## config.mk

```make
export PLATFORM = sky130hd
export DESIGN_NAME = aap_fetch_flat
export DESIGN_NICKNAME = d
export VERILOG_FILES = /design/src/rtl/aap_fetch_pkg.sv /design/src/rtl/aap_fetch_if.sv /design/src/rtl/aap_fetch.sv /design/src/flat_wrapper.sv
export SDC_FILE = /design/constraint.sdc
export NUM_CORES = 1
export LEC_CHECK = 0
export ABC_CLOCK_PERIOD_IN_PS = 2050
export BUFFER_PORTS_ARGS = -buffer_cell sky130_fd_sc_hd__buf_2
export CORE_MARGIN = 1.5
export CORE_UTILIZATION = 46
export DETAILED_ROUTE_END_ITERATION = 8
export PLACE_DENSITY_LB_ADDON = 0.12
export SKIP_CTS_REPAIR_TIMING = 1
export SLEW_MARGIN = 10
export SYNTH_ARGS = -nofsm -noshare
export SYNTH_HDL_FRONTEND = slang
export SYNTH_SLANG_ARGS = --single-unit
```

## constraint.sdc

```tcl
create_clock -name clk -period 2.05 [get_ports clk]
set_input_delay 0.41 -clock clk [delete_from_list [all_inputs] [get_ports clk]]
set_output_delay 0.41 -clock clk [all_outputs]
set_load 0.005 [all_outputs]
```

## src/rtl/aap_fetch_pkg.sv

```systemverilog
// -----------------------------------------------------------------------------
// aap_fetch_pkg
//
// Shared definitions for the AAP instruction fetch stage:
//   - fetch FSM state encoding (2 bits)
//   - instruction address / word / assembled-instruction widths
//   - index of the length bit inside the first instruction word
//   - default reset PC
//   - PC sequencing helper (modulo 2^24)
// -----------------------------------------------------------------------------
package aap_fetch_pkg;

    localparam int IADDR_W = 24;   // instruction word address width
    localparam int IWORD_W = 16;   // instruction memory word width
    localparam int INSTR_W = 32;   // assembled instruction width
    localparam int LEN_BIT = 15;   // set in the first word => 32-bit instruction

    localparam logic [IADDR_W-1:0] RESET_PC_DEFAULT = 24'h000000;

    typedef enum logic [1:0] {
        REQ_HI  = 2'd0,  // request first word at pc
        DATA_HI = 2'd1,  // first word returning, speculative read of pc+1
        DATA_LO = 2'd2,  // second word of a 32-bit instruction returning
        HOLD    = 2'd3   // instruction presented, waiting for execute
    } fetch_state_e;

    // Address of the instruction following the one at 'pc'. The sum is
    // truncated to IADDR_W bits, so it wraps from 24'hFFFFFF to 24'h000000.
    function automatic logic [IADDR_W-1:0] pc_step(input logic [IADDR_W-1:0] pc,
                                                   input logic               len32);
        return pc + (len32 ? 24'd2 : 24'd1);
    endfunction

endpackage

```

## src/rtl/aap_fetch_if.sv

```systemverilog
// -----------------------------------------------------------------------------
// aap_fetch_if
//
// Bundles the fetch stage's two buses:
//   instruction memory : i_raddr, i_re (fetch -> mem), i_rdata (mem -> fetch)
//   execute interface  : instr, instr_pc, instr_len32, instr_valid
//                        (fetch -> execute), instr_ready, redirect_valid,
//                        redirect_pc (execute -> fetch)
//
// Modports:
//   master : the fetch stage itself
//   slave  : the environment (instruction memory + execute stage)
// -----------------------------------------------------------------------------
interface aap_fetch_if;
    import aap_fetch_pkg::*;

    // instruction memory bus
    logic [IADDR_W-1:0] i_raddr;
    logic               i_re;
    logic [IWORD_W-1:0] i_rdata;

    // fetch -> execute
    logic [INSTR_W-1:0] instr;
    logic [IADDR_W-1:0] instr_pc;
    logic               instr_len32;
    logic               instr_valid;
    logic               instr_ready;

    // execute -> fetch control flow
    logic               redirect_valid;
    logic [IADDR_W-1:0] redirect_pc;

    modport master (
        output i_raddr, i_re,
        input  i_rdata,
        output instr, instr_pc, instr_len32, instr_valid,
        input  instr_ready,
        input  redirect_valid, redirect_pc
    );

    modport slave (
        input  i_raddr, i_re,
        output i_rdata,
        input  instr, instr_pc, instr_len32, instr_valid,
        output instr_ready,
        output redirect_valid, redirect_pc
    );

endinterface

```

## src/rtl/aap_fetch.sv

```systemverilog
// -----------------------------------------------------------------------------
// aap_fetch
//
// Instruction fetch stage feeding the execute stage. Reads 16-bit words from
// instruction memory (one-cycle read latency) and assembles 16-bit or 32-bit
// instructions; bit 15 of the first word set means a 32-bit instruction.
// Each instruction is presented with its PC over a valid/ready handshake.
// A redirect from execute reloads the PC and drops anything in flight.
//
// Ports:
//   clk  : clock, all state changes on posedge
//   rst  : synchronous active-high reset
//   fb   : aap_fetch_if.master
//          i_raddr/i_re/i_rdata          instruction memory read port
//          instr/instr_pc/instr_len32    assembled instruction + its PC
//          instr_valid/instr_ready       handshake with execute
//          redirect_valid/redirect_pc    PC reload from execute
//
// Parameters:
//   RESET_PC : PC loaded on reset
//
// Build option:
//   AAP_FETCH_PREFETCH_EN : while an instruction waits in HOLD, keep reading
//                           the first word of the next sequential
//                           instruction so a handshake can go straight to
//                           DATA_HI (one cycle saved per instruction).
// -----------------------------------------------------------------------------
module aap_fetch
    import aap_fetch_pkg::*;
#(
    parameter logic [IADDR_W-1:0] RESET_PC = RESET_PC_DEFAULT
) (
    input  logic         clk,
    input  logic         rst,
    aap_fetch_if.master  fb
);

    fetch_state_e       state;
    fetch_state_e       state_nxt;
    logic [IADDR_W-1:0] pc;
    logic [IADDR_W-1:0] pc_nxt;
    logic [IADDR_W-1:0] pc_seq;

    logic [INSTR_W-1:0] instr_q;
    logic [IADDR_W-1:0] instr_pc_q;
    logic               len32_q;
    logic               valid_q;

    logic               re;
    logic [IADDR_W-1:0] raddr;
    logic               handshake;
    logic               first_is_32;

    // valid_q is only ever set while in HOLD, so it alone qualifies the
    // handshake; instr_ready with no valid instruction does nothing.
    assign handshake   = valid_q & fb.instr_ready;
    assign pc_seq      = pc_step(pc, len32_q);
    assign first_is_32 = fb.i_rdata[LEN_BIT];

    // ---------------------------------------------------------------------
    // Next-state, next-PC and memory request decode
    // ---------------------------------------------------------------------
    always_comb begin
        state_nxt = state;
        pc_nxt    = pc;
        re        = 1'b0;
        raddr     = pc;

        case (state)
            REQ_HI: begin
                re        = 1'b1;
                raddr     = pc;
                state_nxt = DATA_HI;
            end

            DATA_HI: begin
                // The second-word read goes out regardless of the length
                // bit so the address never depends on returning data; for a
                // 16-bit instruction its result is simply not used.
                re        = 1'b1;
                raddr     = pc + 24'd1;
                state_nxt = first_is_32 ? DATA_LO : HOLD;
            end

            DATA_LO: begin
                state_nxt = HOLD;
            end

            HOLD: begin
`ifdef AAP_FETCH_PREFETCH_EN
                // Reissued every cycle: only the read in the handshake
                // cycle matters, and its data lands in DATA_HI.
                re    = 1'b1;
                raddr = pc_seq;
                if (handshake) begin
                    pc_nxt    = pc_seq;
                    state_nxt = DATA_HI;
                end
`else
                if (handshake) begin
                    pc_nxt    = pc_seq;
                    state_nxt = REQ_HI;
                end
`endif
            end

            default: begin
                state_nxt = REQ_HI;
            end
        endcase

        // Redirect overrides everything, including a same-cycle handshake:
        // the presented instruction still counts as consumed, but the
        // sequential PC is replaced by the target.
        if (fb.redirect_valid) begin
            pc_nxt    = fb.redirect_pc;
            state_nxt = REQ_HI;
        end
    end

    assign fb.i_re    = re & ~rst;
    assign fb.i_raddr = raddr;

    // ---------------------------------------------------------------------
    // State, PC and instruction registers
    // ---------------------------------------------------------------------
    always_ff @(posedge clk) begin
        if (rst) begin
            state      <= REQ_HI;
            pc         <= RESET_PC;
            instr_q    <= '0;
            instr_pc_q <= RESET_PC;
            len32_q    <= 1'b0;
            valid_q    <= 1'b0;
        end else begin
            state   <= state_nxt;
            pc      <= pc_nxt;
            // Registered from the next state so instr_valid is glitch-free
            // and drops the cycle after a redirect.
            valid_q <= (state_nxt == HOLD);

            // Data returning after a redirect belongs to a stale request.
            if (!fb.redirect_valid) begin
                case (state)
                    DATA_HI: begin
                        instr_q[INSTR_W-1:IWORD_W] <= fb.i_rdata;
                        instr_pc_q                 <= pc;
                        len32_q                    <= first_is_32;
                        if (!first_is_32) begin
                            instr_q[IWORD_W-1:0] <= '0;
                        end
                    end
                    DATA_LO: begin
                        instr_q[IWORD_W-1:0] <= fb.i_rdata;
                    end
                    default: begin
                    end
                endcase
            end
        end
    end

    assign fb.instr       = instr_q;
    assign fb.instr_pc    = instr_pc_q;
    assign fb.instr_len32 = len32_q;
    assign fb.instr_valid = valid_q;

endmodule

```

## src/flat_wrapper.sv

```systemverilog
// flat-port wrapper written by rule: the top's interface ports become plain ports
module aap_fetch_flat import aap_fetch_pkg::*;
#(
    parameter logic [IADDR_W-1:0] RESET_PC = RESET_PC_DEFAULT
)
  (clk, rst, fb_i_raddr, fb_i_re, fb_i_rdata, fb_instr, fb_instr_pc, fb_instr_len32, fb_instr_valid, fb_instr_ready, fb_redirect_valid, fb_redirect_pc);
  aap_fetch_if fb_i ();
  input  logic clk;
  input  logic rst;
  output wire logic [$bits(fb_i.i_raddr)-1:0] fb_i_raddr;
  output wire logic [$bits(fb_i.i_re)-1:0] fb_i_re;
  input wire logic [$bits(fb_i.i_rdata)-1:0] fb_i_rdata;
  output wire logic [$bits(fb_i.instr)-1:0] fb_instr;
  output wire logic [$bits(fb_i.instr_pc)-1:0] fb_instr_pc;
  output wire logic [$bits(fb_i.instr_len32)-1:0] fb_instr_len32;
  output wire logic [$bits(fb_i.instr_valid)-1:0] fb_instr_valid;
  input wire logic [$bits(fb_i.instr_ready)-1:0] fb_instr_ready;
  input wire logic [$bits(fb_i.redirect_valid)-1:0] fb_redirect_valid;
  input wire logic [$bits(fb_i.redirect_pc)-1:0] fb_redirect_pc;
  assign fb_i_raddr = fb_i.i_raddr;
  assign fb_i_re = fb_i.i_re;
  assign fb_i.i_rdata = fb_i_rdata;
  assign fb_instr = fb_i.instr;
  assign fb_instr_pc = fb_i.instr_pc;
  assign fb_instr_len32 = fb_i.instr_len32;
  assign fb_instr_valid = fb_i.instr_valid;
  assign fb_i.instr_ready = fb_instr_ready;
  assign fb_i.redirect_valid = fb_redirect_valid;
  assign fb_i.redirect_pc = fb_redirect_pc;
  aap_fetch #(.RESET_PC(RESET_PC)) u_core (.clk(clk), .rst(rst), .fb(fb_i));
endmodule
```

==> results.ini, run 1 <==
[setup_path]
timing.critical_path.required_ns = 1.64
critPathLaunchType = flip-flop
regToRegStartpoint = u_core.pc[0]
timing.rr.end = u_core.pc[18]
largest_stage_delay_on_the_critical_path_ns = 0.34
worstPathMaxFanout = 8
cp_data_arrival_time_ns = 1.87
cp_slowest_cell = sky130_fd_sc_hd__dfxtp_2
worst_setup_path_end_kind = output pin
crit_path_cell_trace = buf_6 > ha_4 > nand3b_1 > nor3_2 > buf_6 > nand3_1 > xnor2_2 > buf_2
reg2reg_depth = 8
cp_common_cell = sky130_fd_sc_hd__buf_6
worst-setup-path-type = flip-flop to output pin
timing.reg2reg.setup_slack_ns = -0.11

[run_status]
violations_in_the_final_reports = setup timing
run_status = complete, but fails checks

[yosys]
ys.flop_type = sky130_fd_sc_hd__dfxtp_1
synth-xor-area-share_pct = 6.528
yosys-mux-area-fraction_pct = 0.2798
synthSimpleGateAreaFrac_pct = 26.30
yosysWarnings = 0
synth-edff-count = 0
postSynth.asyncResetShare_pct = 0
syn_area_um2 = 4025
synthDominantAreaCellType = sky130_fd_sc_hd__dfxtp_1
number_of_instances_in_the_synthesized_netlist = 503
synth_compound_area_share_pct = 17.56
ys_seq_elements = 83
ys_types = 49
syn-num-nets = 551
synth_sequential_area_ratio_pct = 41.28
synth_top_cell_area_share_pct = 41.28
adder_cell_share_of_the_synthesized_area_pct = 1.430
synth_top_family_by_area = simple AND/OR/NAND/NOR gates
postSynthAreaPerCell_um2 = 8.002
synth_area_leaders = sky130_fd_sc_hd__dfxtp_1 41%, sky130_fd_sc_hd__nand2_1 9.7%, sky130_fd_sc_hd__a21oi_1 6.2%, sky130_fd_sc_hd__xnor2_1 5.2%, sky130_fd_sc_hd__nor2_1 4.0%

[clocking]
ctsRootBufferMaster = sky130_fd_sc_hd__clkbuf_8
ctsLongestPathBuffers = 2
clock_sink_count = 83
clock_tree_from_tritoncts = done
numCtsBuffers = 9
clock_insertion_delay_worst_skew_ns = 0.36
clkTransAtPathRegs_ns = 0.10
clock_tree.htree_level_count = 3

[timing]
final.min_clock_period_ns = 2.278
max_slew.worst_pin.slew_ns = 0.7351
worst_hold_slack_ns = 0.2877
setup_total_negative_slack_ns = -2.173
report.final.slew_viol_count = 0
min_period_over_period_pct = 111.1
skew_ns = 0.008773
finalHoldViolations = 0
finalSetupViolCount = 19
final.setup.worst_slack_ns = -0.2281
unrepaired_setup_endpoints_after_global_routing = yes
max_freq_mhz = 439.0
timing.max_slew.rel_slack_pct = 50.99

[floorplan]
floorplan.initialDensity_pct = 48.26
fp.dieW_um = 96.54
top_level_ports = 127
core_um2 = 8341
area_of_the_die_um2 = 9320
placementRows = 33
floorplan.die.height_um = 96.54

[min_path]
hold-path-cell-count = 3
min_path_type = input port to flip-flop
whs_endpoint = u_core.fb.instr[27]
min_from = fb_i_rdata[11]

[route]
residual_drc_count = 0
antenna_viol_nets_final = 0
drtPass1Iterations = 4
drt-wirelength-per-cell_um = 14.97
wl_mm = 11.45
initialDrtViolationCount = 143
dr_total_vias = 4119
average_via_count_per_standard_cell = 5.384

[global_routing]
grt_overflow_total = 0
grt_max_degree = 62
grt_antenna_before_repair = 0
number_of_global_route_vias_before_repair = 3602
gr-usage-all-layers_pct = 23.79
first_pass_grt_wire_length_mm = 17.09

[layout]
final_area_um2 = 5466
final_layout_size_suffix_gt1_share_pct = 38.48
number_of_non_filler_instances_in_the_completed_layout = 765
fin_nets = 703
insertedDiodeCount = 0
final_cell_mix = 126 x sky130_fd_sc_hd__buf_2, 102 x sky130_fd_sc_hd__nand2_1, 70 x sky130_fd_sc_hd__dfxtp_1
flow.area_growth_from_synthesis_pct = 35.81
mostFrequentLayoutCell = sky130_fd_sc_hd__buf_2
fin_util_pct = 65.54

[placement]
port_buffers = 126
detailed_place.area_um2 = 4956
gp_routability_congestion = 0.8810
detailedPlacementHpwl_mm = 7.976
dpl.cell_count = 734

[power]
power_switching_share_pct = 27.13
power.clock.fraction_pct = 38.3
power.density_cell_area_nw_per_um2 = 654.0
total_switching_power_uw = 969.9
static-leakage-power_uw = 0.002323
comb_pwr_share_pct = 13.5
maximum_resistive_drop_on_vdd_mv = 0.4370
share_seq_of_total_power_pct = 48.2
p_int_uw = 2605

[job]
cap_violations = 0

==> synth_stat cells (4+ instances only) <==
library cell and number:
sky130_fd_sc_hd__o21ai_0 7, sky130_fd_sc_hd__and4_1 5, sky130_fd_sc_hd__xnor2_1 24, sky130_fd_sc_hd__a22oi_1 15, sky130_fd_sc_hd__a311oi_1 7, sky130_fd_sc_hd__nor4_1 6
sky130_fd_sc_hd__a211oi_1 11, sky130_fd_sc_hd__dfxtp_1 83, sky130_fd_sc_hd__a221oi_1 4, sky130_fd_sc_hd__nand2_1 104, sky130_fd_sc_hd__nor3_1 10, sky130_fd_sc_hd__buf_4 6
sky130_fd_sc_hd__nor2b_1 4, sky130_fd_sc_hd__xor2_1 6, sky130_fd_sc_hd__a21oi_1 50, sky130_fd_sc_hd__clkbuf_1 24, sky130_fd_sc_hd__nand3_1 13, sky130_fd_sc_hd__inv_1 15
sky130_fd_sc_hd__buf_2 12, sky130_fd_sc_hd__nor2_1 43, sky130_fd_sc_hd__nand4_1 9
==> cell families (layout without fill, tap and decap cells) <==
kind of cell / Yosys count / count (layout)
simple gates: 218 / 218
compound gates: 107 / 107
flops: 83 / 83
buf+inv: 60 / 217
xor+xnor: 30 / 30
fa+ha+maj: 4 / 4
mux: 1 / 1
==> power groups by stage <==
stage / registers [uW] / clock network (uW) / logic [uW]
after global routing: 1730 / 1470 / 528
after detailed placement: 1760 / 0 / 447
final: 1720 / 1370 / 481
after global placement: 1750 / 0 / 440
after CTS: 1720 / 1400 / 450
after floorplan: 1740 / 0 / 258
==> worst max-delay path: cells and delay by family, from the launching register on <==
kind | cells | cell delay [ns]
AND/OR/NAND/NOR | 3 | 0.43
flip-flops | 1 | 0.34
buffers and inverters | 3 | 0.42
XOR/XNOR | 1 | 0.21
adder cells (fa/ha/maj) | 1 | 0.11
==> final cells by class <==
cell class | instances | area (um2)
multi-input cells | 360 | 2230
clock buffers | 9 | 123.9
repair buffers | 186 | 1132
well taps | 105 | 131.4
fillers | 759 | 2874
clock inverters | 7 | 105.1
flip-flops and latches | 83 | 1688
inverters | 15 | 56.30
==> routing by layer <==
| layer | vias to the layer above | GRT usage [%] | wire (um) |
|---|---|---|---|
| li1 | 2038 | - | - |
| met1 | 1962 | 30.44 | 4910 |
| met2 | 109 | 39.86 | 5743 |
| met3 | 10 | 5.712 | 675 |
| met4 | 0 | 6.522 | 125 |
| met5 | - | 0 | 0 |
==> flip-flops by register name, indices dropped and copies added (netlist names) <==
register               cells
u_core.pc                 24
u_core.fb.instr_valid      1
u_core.fb.instr           32
u_core.state               2
u_core.fb.instr_pc        24
==> metrics by stage <==
stage / worst slack [ns] / total power [uW]
after floorplan: 0.02321 / 2000
after global placement: -0.01102 / 2193
after detailed placement: -0.02283 / 2203
after CTS: -0.4124 / 3566
after global routing: -0.3126 / 3729
final: -0.2281 / 3575
==> worst max-delay path by stage <==
stage                              startpoint              to  slack, ns
final                            u_core.pc[0]  fb_i_raddr[22]      -0.23
after global routing             u_core.pc[0]  fb_i_raddr[22]      -0.31
after CTS                        u_core.pc[1]  fb_i_raddr[18]      -0.41
after detailed placement         u_core.pc[1]  fb_i_raddr[18]      -0.02
after global placement           u_core.pc[1]  fb_i_raddr[18]      -0.01
after floorplan           u_core.fb.instr[31]   u_core.pc[12]       0.02
(Power assumes the default switching activity.)
==> inputs of run 2 (changes only) <==
Settings changed: MAX_ROUTING_LAYER set to met4.
==> run 2 against run 1 <==
Against the previous run: the flow still finishes with violations (setup timing); core utilization did not move; worst setup slack better by 0.0017 ns; count of clock-buffer cells in the layout unchanged; register-to-register slack barely moved; final cell count stayed put; routed wire length shrank 0.33%; non-clock buffer count unchanged; clock power about the same; critical path depth is the same; first-iteration DRC count up 4.9%; total power about the same; largest power group unchanged.
==> results.ini, run 2 (synthesis results as in run 1) <==
[setup_path]
worstPathMaxFanout = 8  ; unchanged
timing.reg2reg.setup_slack_ns = -0.12  ; about the same
path_delay_family = simple AND/OR/NAND/NOR gates
cp_slowest_cell = sky130_fd_sc_hd__dfxtp_2
timing.rr.end = u_core.pc[18]
reg2reg_depth = 8  ; unchanged
critical_path.n_buffers_inverters = 3  ; unchanged
largest_stage_delay_on_the_critical_path_ns = 0.34  ; about the same
critPathLaunchType = flip-flop
worstSetupStartpoint = u_core.pc[0]
timing.critical_path.required_ns = 1.64  ; about the same
critical_path_depth = 8  ; unchanged
cp_common_cell = sky130_fd_sc_hd__buf_6
regToRegStartpoint = u_core.pc[0]
crit_path_cell_trace = buf_6 > ha_4 > nand3b_1 > nor3_2 > buf_6 > nand3_1 > xnor2_2 > buf_2
worst-setup-path-type = flip-flop to output pin
cp_data_arrival_time_ns = 1.87  ; about the same
worst_setup_path_end_kind = output pin

[layout]
largest_register_ffs = 32  ; unchanged
n_fill_cell = 759  ; unchanged
fin_nets = 703  ; unchanged
flow.area_growth_from_synthesis_pct = 35.81  ; unchanged
insertedDiodeCount = 0  ; unchanged
final_cell_mix = 126 x sky130_fd_sc_hd__buf_2, 102 x sky130_fd_sc_hd__nand2_1, 70 x sky130_fd_sc_hd__dfxtp_1
mostFrequentLayoutCell = sky130_fd_sc_hd__buf_2
final_area_um2 = 5466  ; unchanged
seq_area_um2 = 1688  ; unchanged
number_of_non_filler_instances_in_the_completed_layout = 765  ; unchanged
final_layout_size_suffix_gt1_share_pct = 38.48  ; unchanged
multi_input_area_um2 = 2230  ; unchanged

[placement]
dpl.cell_count = 734  ; unchanged
place_worst_setup_slack_ns = -0.02283  ; unchanged
detailed_place.area_um2 = 4956  ; unchanged
detailedPlacementHpwl_mm = 7.976  ; unchanged
port_buffers = 126  ; unchanged
gp_routability_congestion = 0.8957  ; +1.7%

[global_routing]
met1_usage_pct = 30.73  ; +0.29 points
grt_overflow_total = 0  ; unchanged
gr-usage-all-layers_pct = 24.42  ; +0.63 points
grt_max_degree = 62  ; unchanged
use_met3_pct = 5.243  ; -0.47 points
grt_antenna_before_repair = 0  ; unchanged
first_pass_grt_wire_length_mm = 17.07  ; -0.12%
busiest_layer = met2
number_of_global_route_vias_before_repair = 3603  ; +0.028%
gr-usage-met2_pct = 39.69  ; -0.17 points

[timing]
worst_hold_slack_ns = 0.2890  ; +0.001290 ns
finalHoldViolations = 0  ; unchanged
finalSetupViolCount = 19  ; unchanged
max_slew.worst_pin.slew_ns = 0.7456  ; +0.01052 ns
final.setup.worst_slack_ns = -0.2264  ; +0.001696 ns
timing.max_slew.rel_slack_pct = 50.29  ; -0.70 points
max_freq_mhz = 439.3  ; about the same
min_period_over_period_pct = 111.0  ; about the same
unrepaired_setup_endpoints_after_global_routing = yes
final.min_clock_period_ns = 2.276  ; -0.001696 ns
skew_ns = 0.01011  ; +0.001336 ns
report.final.slew_viol_count = 0  ; unchanged

[floorplan]
top_level_ports = 127  ; unchanged
floorplan.die.height_um = 96.54  ; unchanged
core_um2 = 8341  ; unchanged
placementRows = 33  ; unchanged
area_of_the_die_um2 = 9320  ; unchanged
fp.dieW_um = 96.54  ; unchanged
floorplan.initialDensity_pct = 48.26  ; unchanged

[route]
initialDrtViolationCount = 150  ; +4.9%
antenna_viol_nets_final = 0  ; unchanged
residual_drc_count = 0  ; unchanged
wl_mm = 11.42  ; -0.33%
drt-wirelength-per-cell_um = 14.92  ; -0.33%
dr_total_vias = 4159  ; +0.97%
average_via_count_per_standard_cell = 5.437  ; +0.97%
drtPass1Iterations = 4  ; unchanged

[run_status]
run_status = complete, but fails checks
violations_in_the_final_reports = setup timing

[min_path]
min_from = fb_i_rdata[10]
hold-path-cell-count = 3  ; unchanged
whs_endpoint = u_core.fb.instr[26]
min_path_type = input port to flip-flop

[clocking]
clock_sink_count = 83  ; unchanged
ctsLongestPathBuffers = 2  ; unchanged
clock_tree.htree_level_count = 3  ; unchanged
ctsRootBufferMaster = sky130_fd_sc_hd__clkbuf_8
clock_insertion_delay_worst_skew_ns = 0.35  ; about the same
clock_tree_from_tritoncts = done
clkTransAtPathRegs_ns = 0.10  ; about the same
numCtsBuffers = 9  ; unchanged

[power]
fin_total_pwr_uw = 3571  ; about the same
maximum_resistive_drop_on_vdd_mv = 0.4366  ; about the same
static-leakage-power_uw = 0.002323  ; unchanged
power.density_cell_area_nw_per_um2 = 653.3  ; about the same

[job]
cap_violations = 0  ; unchanged

run 2: cell counts in the layout (fill, tap and decap cells not counted):
No cell type changed its count.
run 2: stage by stage:
step / setup TNS (ns) / util (%)
after global routing: -4.286 / 65.54
after CTS: -5.185 / 62.17
after detailed placement: -0.04272 / 59.42
after global placement: -0.01738 / 59.42
after floorplan: 0 / -
final: -2.185 / 65.54
run 2: power by group:
part           leakage [uW]  internal (uW)  switching, uW
combinational       0.00153            227            253
sequential         0.000682           1670           54.2
clock              0.000113            708            659
run 2: layout make-up:
class / instances / area share, %
clock buffer: 9 / 2.266
clock inverter: 7 / 1.923
inverter: 15 / 1.030
multi-input combinational: 360 / 40.79
sequential: 83 / 30.88
tap: 105 / 2.403
timing repair buffer: 186 / 20.71
run 2: worst max path at each step:
stage	end	slack, ns
2_1_floorplan	u_core.pc[12]	0.02
3_3_place_gp	fb_i_raddr[18]	-0.01
3_5_place_dp	fb_i_raddr[18]	-0.02
4_1_cts	fb_i_raddr[18]	-0.41
5_1_grt	fb_i_raddr[22]	-0.31
6_report	fb_i_raddr[22]	-0.23
run 2: worst reg2reg max path, stage by stage (launching register included):
cell                       delay [ns]
sky130_fd_sc_hd__dfxtp_2         0.34
sky130_fd_sc_hd__buf_4           0.11
sky130_fd_sc_hd__ha_4            0.13
sky130_fd_sc_hd__inv_2           0.04
sky130_fd_sc_hd__fa_2            0.39
sky130_fd_sc_hd__nor2b_4         0.15
sky130_fd_sc_hd__nand4_4         0.15
sky130_fd_sc_hd__or4_1           0.44
sky130_fd_sc_hd__a311oi_1        0.31
run 2: routing by layer:
metal | share of wire (%) | routed length [um]
met1 | 42 | 4843
met2 | 50 | 5733
met3 | 6.0 | 683
met4 | 1.4 | 156
met5 | 0 | 0
==> inputs of run 3 (changes only) <==
Settings changed: ABC_CLOCK_PERIOD_IN_PS 2050 to not set, BUFFER_PORTS_ARGS -buffer_cell sky130_fd_sc_hd__buf_2 to -buffer_cell sky130_fd_sc_hd__buf_4.
==> run 3 against run 2 <==
Against the previous run: the flow still finishes with violations (setup timing); routed wire length up 4.2%; register-to-register slack better by 0.10 ns; critical path depth is 1 higher; via count increased by 1.3%; total power fell by 3.6%; clock skew is 0.0046 ns higher; non-clock buffer count rose by 4; largest cell class unchanged; highest routed layer unchanged.
==> results.ini, run 3 (synthesis results as in run 1) <==
[run_status]
run_status = complete, but fails checks
violations_in_the_final_reports = setup timing

[timing]
finalHoldViolations = 0  ; unchanged
max_freq_mhz = 432.1  ; -1.6%
final.setup.worst_slack_ns = -0.2641  ; -0.03770 ns
final.min_clock_period_ns = 2.314  ; +0.03770 ns
timing.max_slew.rel_slack_pct = 51.57  ; +1.3 points
skew_ns = 0.01470  ; +0.004590 ns
worst_hold_slack_ns = 0.2908  ; +0.001764 ns
unrepaired_setup_endpoints_after_global_routing = yes
min_period_over_period_pct = 112.9  ; +1.8 points
finalSetupViolCount = 19  ; unchanged
setup_total_negative_slack_ns = -2.673  ; -0.4882 ns
max_slew.worst_pin.slew_ns = 0.7264  ; -0.01917 ns
report.final.slew_viol_count = 0  ; unchanged

[global_routing]
grt_antenna_before_repair = 0  ; unchanged
busiest_layer = met2
met1_usage_pct = 30.19  ; -0.54 points
gr-usage-all-layers_pct = 24.94  ; +0.52 points
first_pass_grt_wire_length_mm = 17.64  ; +3.4%
number_of_global_route_vias_before_repair = 3849  ; +6.8%
grt_max_degree = 42  ; -32%
use_met3_pct = 4.851  ; -0.39 points
grt_overflow_total = 0  ; unchanged
gr-usage-met2_pct = 41.61  ; +1.9 points

[setup_path]
worst_setup_path_end_kind = output pin
timing.critical_path.required_ns = 1.64  ; about the same
cp_data_arrival_time_ns = 1.90  ; +0.03 ns
critPathLaunchType = flip-flop
worst-setup-path-type = flip-flop to output pin
worstPathMaxFanout = 8  ; unchanged

[layout]
final_layout_size_suffix_gt1_share_pct = 40.00  ; +1.5 points
n_fill_cell = 704  ; -7.2%
final_cell_mix = 182 x sky130_fd_sc_hd__buf_4, 103 x sky130_fd_sc_hd__nand2_1, 68 x sky130_fd_sc_hd__dfxtp_1
insertedDiodeCount = 0  ; unchanged
flow.area_growth_from_synthesis_pct = 43.89
mostFrequentLayoutCell = sky130_fd_sc_hd__buf_4
seq_area_um2 = 1685  ; -0.15%
multi_input_area_um2 = 2273  ; +2.0%
largest_register_ffs = 32  ; unchanged
fin_nets = 708  ; +0.71%

[route]
residual_drc_count = 0  ; unchanged
initialDrtViolationCount = 171  ; +14%
drt-wirelength-per-cell_um = 15.45  ; +3.6%
wl_mm = 11.90  ; +4.2%
drtPass1Iterations = 4  ; unchanged
dr_total_vias = 4214  ; +1.3%
average_via_count_per_standard_cell = 5.473  ; +0.66%
antenna_viol_nets_final = 0  ; unchanged

[power]
p_int_uw = 2434  ; -6.6%
static-leakage-power_uw = 0.002391  ; +2.9%
total_switching_power_uw = 1010  ; +4.6%
fin_total_pwr_uw = 3444  ; -3.6%
comb_pwr_share_pct = 15.9  ; +2.4 points
power_switching_share_pct = 29.34  ; +2.3 points
share_seq_of_total_power_pct = 50.3  ; +2.0 points
maximum_resistive_drop_on_vdd_mv = 0.4586  ; +5.0%
power.density_cell_area_nw_per_um2 = 594.7  ; -9.0%
power.clock.fraction_pct = 33.9  ; -4.4 points

[placement]
gp_routability_congestion = 0.8477  ; -5.4%
port_buffers = 126  ; unchanged
detailedPlacementHpwl_mm = 8.214  ; +3.0%

[floorplan]
floorplan.die.height_um = 96.54  ; unchanged
fp.dieW_um = 96.54  ; unchanged
placementRows = 33  ; unchanged
area_of_the_die_um2 = 9320  ; unchanged
top_level_ports = 127  ; unchanged
floorplan.initialDensity_pct = 48.26  ; unchanged
core_um2 = 8341  ; unchanged

[clocking]
clkTransAtPathRegs_ns = 0.11  ; about the same
clock_tree.htree_level_count = 3  ; unchanged
numCtsBuffers = 9  ; unchanged
clock_tree_from_tritoncts = done
clock_insertion_delay_worst_skew_ns = 0.36  ; about the same
clock_sink_count = 83  ; unchanged
ctsLongestPathBuffers = 2  ; unchanged
ctsRootBufferMaster = sky130_fd_sc_hd__clkbuf_8

[job]
cap_violations = 0  ; unchanged

[min_path]
min_path_type = input port to flip-flop

==> run 3: changes by cell type in the layout (fill, tap and decap cells not counted), moves of 3 or more <==
cell,before,now
sky130_fd_sc_hd__nand3_1,12,9
sky130_fd_sc_hd__nand3_2,2,5
sky130_fd_sc_hd__buf_4,51,182
sky130_fd_sc_hd__dfxtp_2,9,13
sky130_fd_sc_hd__buf_2,126,0
==> run 3: worst max-delay path, cell delays in order, from the launching register on <==
cell and delay [ns]:
sky130_fd_sc_hd__dfxtp_2 0.36, sky130_fd_sc_hd__buf_6 0.13, sky130_fd_sc_hd__ha_4 0.13, sky130_fd_sc_hd__nand3b_1 0.10
sky130_fd_sc_hd__nor3_2 0.16, sky130_fd_sc_hd__buf_6 0.17, sky130_fd_sc_hd__buf_4 0.11, sky130_fd_sc_hd__nand3_2 0.07
sky130_fd_sc_hd__xnor2_1 0.18, sky130_fd_sc_hd__buf_4 0.13
==> run 3: worst paths after layout <==
kind | from | cells past startpoint | to | slack, ns
worst max-delay path | u_core.pc[0] | 9 | fb_i_raddr[12] | -0.26
worst max register to register | u_core.fb.instr[31] | 8 | u_core.pc[18] | -0.02
worst min register to register | u_core.fb.instr_pc[17] | 2 | u_core.fb.instr_pc[17] | 0.46
worst min-delay path | fb_i_rdata[5] | 3 | u_core.fb.instr[21] | 0.29
==> run 3: per-stage QoR <==
step	area (um2)	cells	worst slack (ns)	util [%]
floorplan	4036	503	0.02321	-
finish	5792	770	-0.2641	69.44
detailed placement	5261	736	-0.04546	63.08
CTS	5450	752	-0.4461	65.35
global placement	5261	736	0.0007853	63.08
global route	5792	770	-0.3429	69.44
==> run 3: power groups by stage <==
| stage | Combinational (uW) | Sequential (uW) | Clock [uW] |
|---|---|---|---|
| 2_1_floorplan | 258 | 1740 | 0 |
| 3_3_place_gp | 490 | 1760 | 0 |
| 3_5_place_dp | 498 | 1760 | 0 |
| 4_1_cts | 500 | 1720 | 1190 |
| 5_1_grt | 594 | 1740 | 1250 |
| 6_report | 547 | 1730 | 1170 |
==> run 3: cell type report <==
class | instances | area share [%]
multi-input cells | 361 | 39.25
flip-flops and latches | 83 | 29.10
repair buffers | 190 | 25.15
well taps | 105 | 2.268
clock buffers | 9 | 2.139
clock inverters | 7 | 1.123
inverters | 15 | 0.9721
==> run 3: routing by layer <==
metal,vias to the layer above,wire [um]
li1,2060,-
met3,26,746
met5,-,0
met1,1982,4864
met4,0,292
met2,146,5997
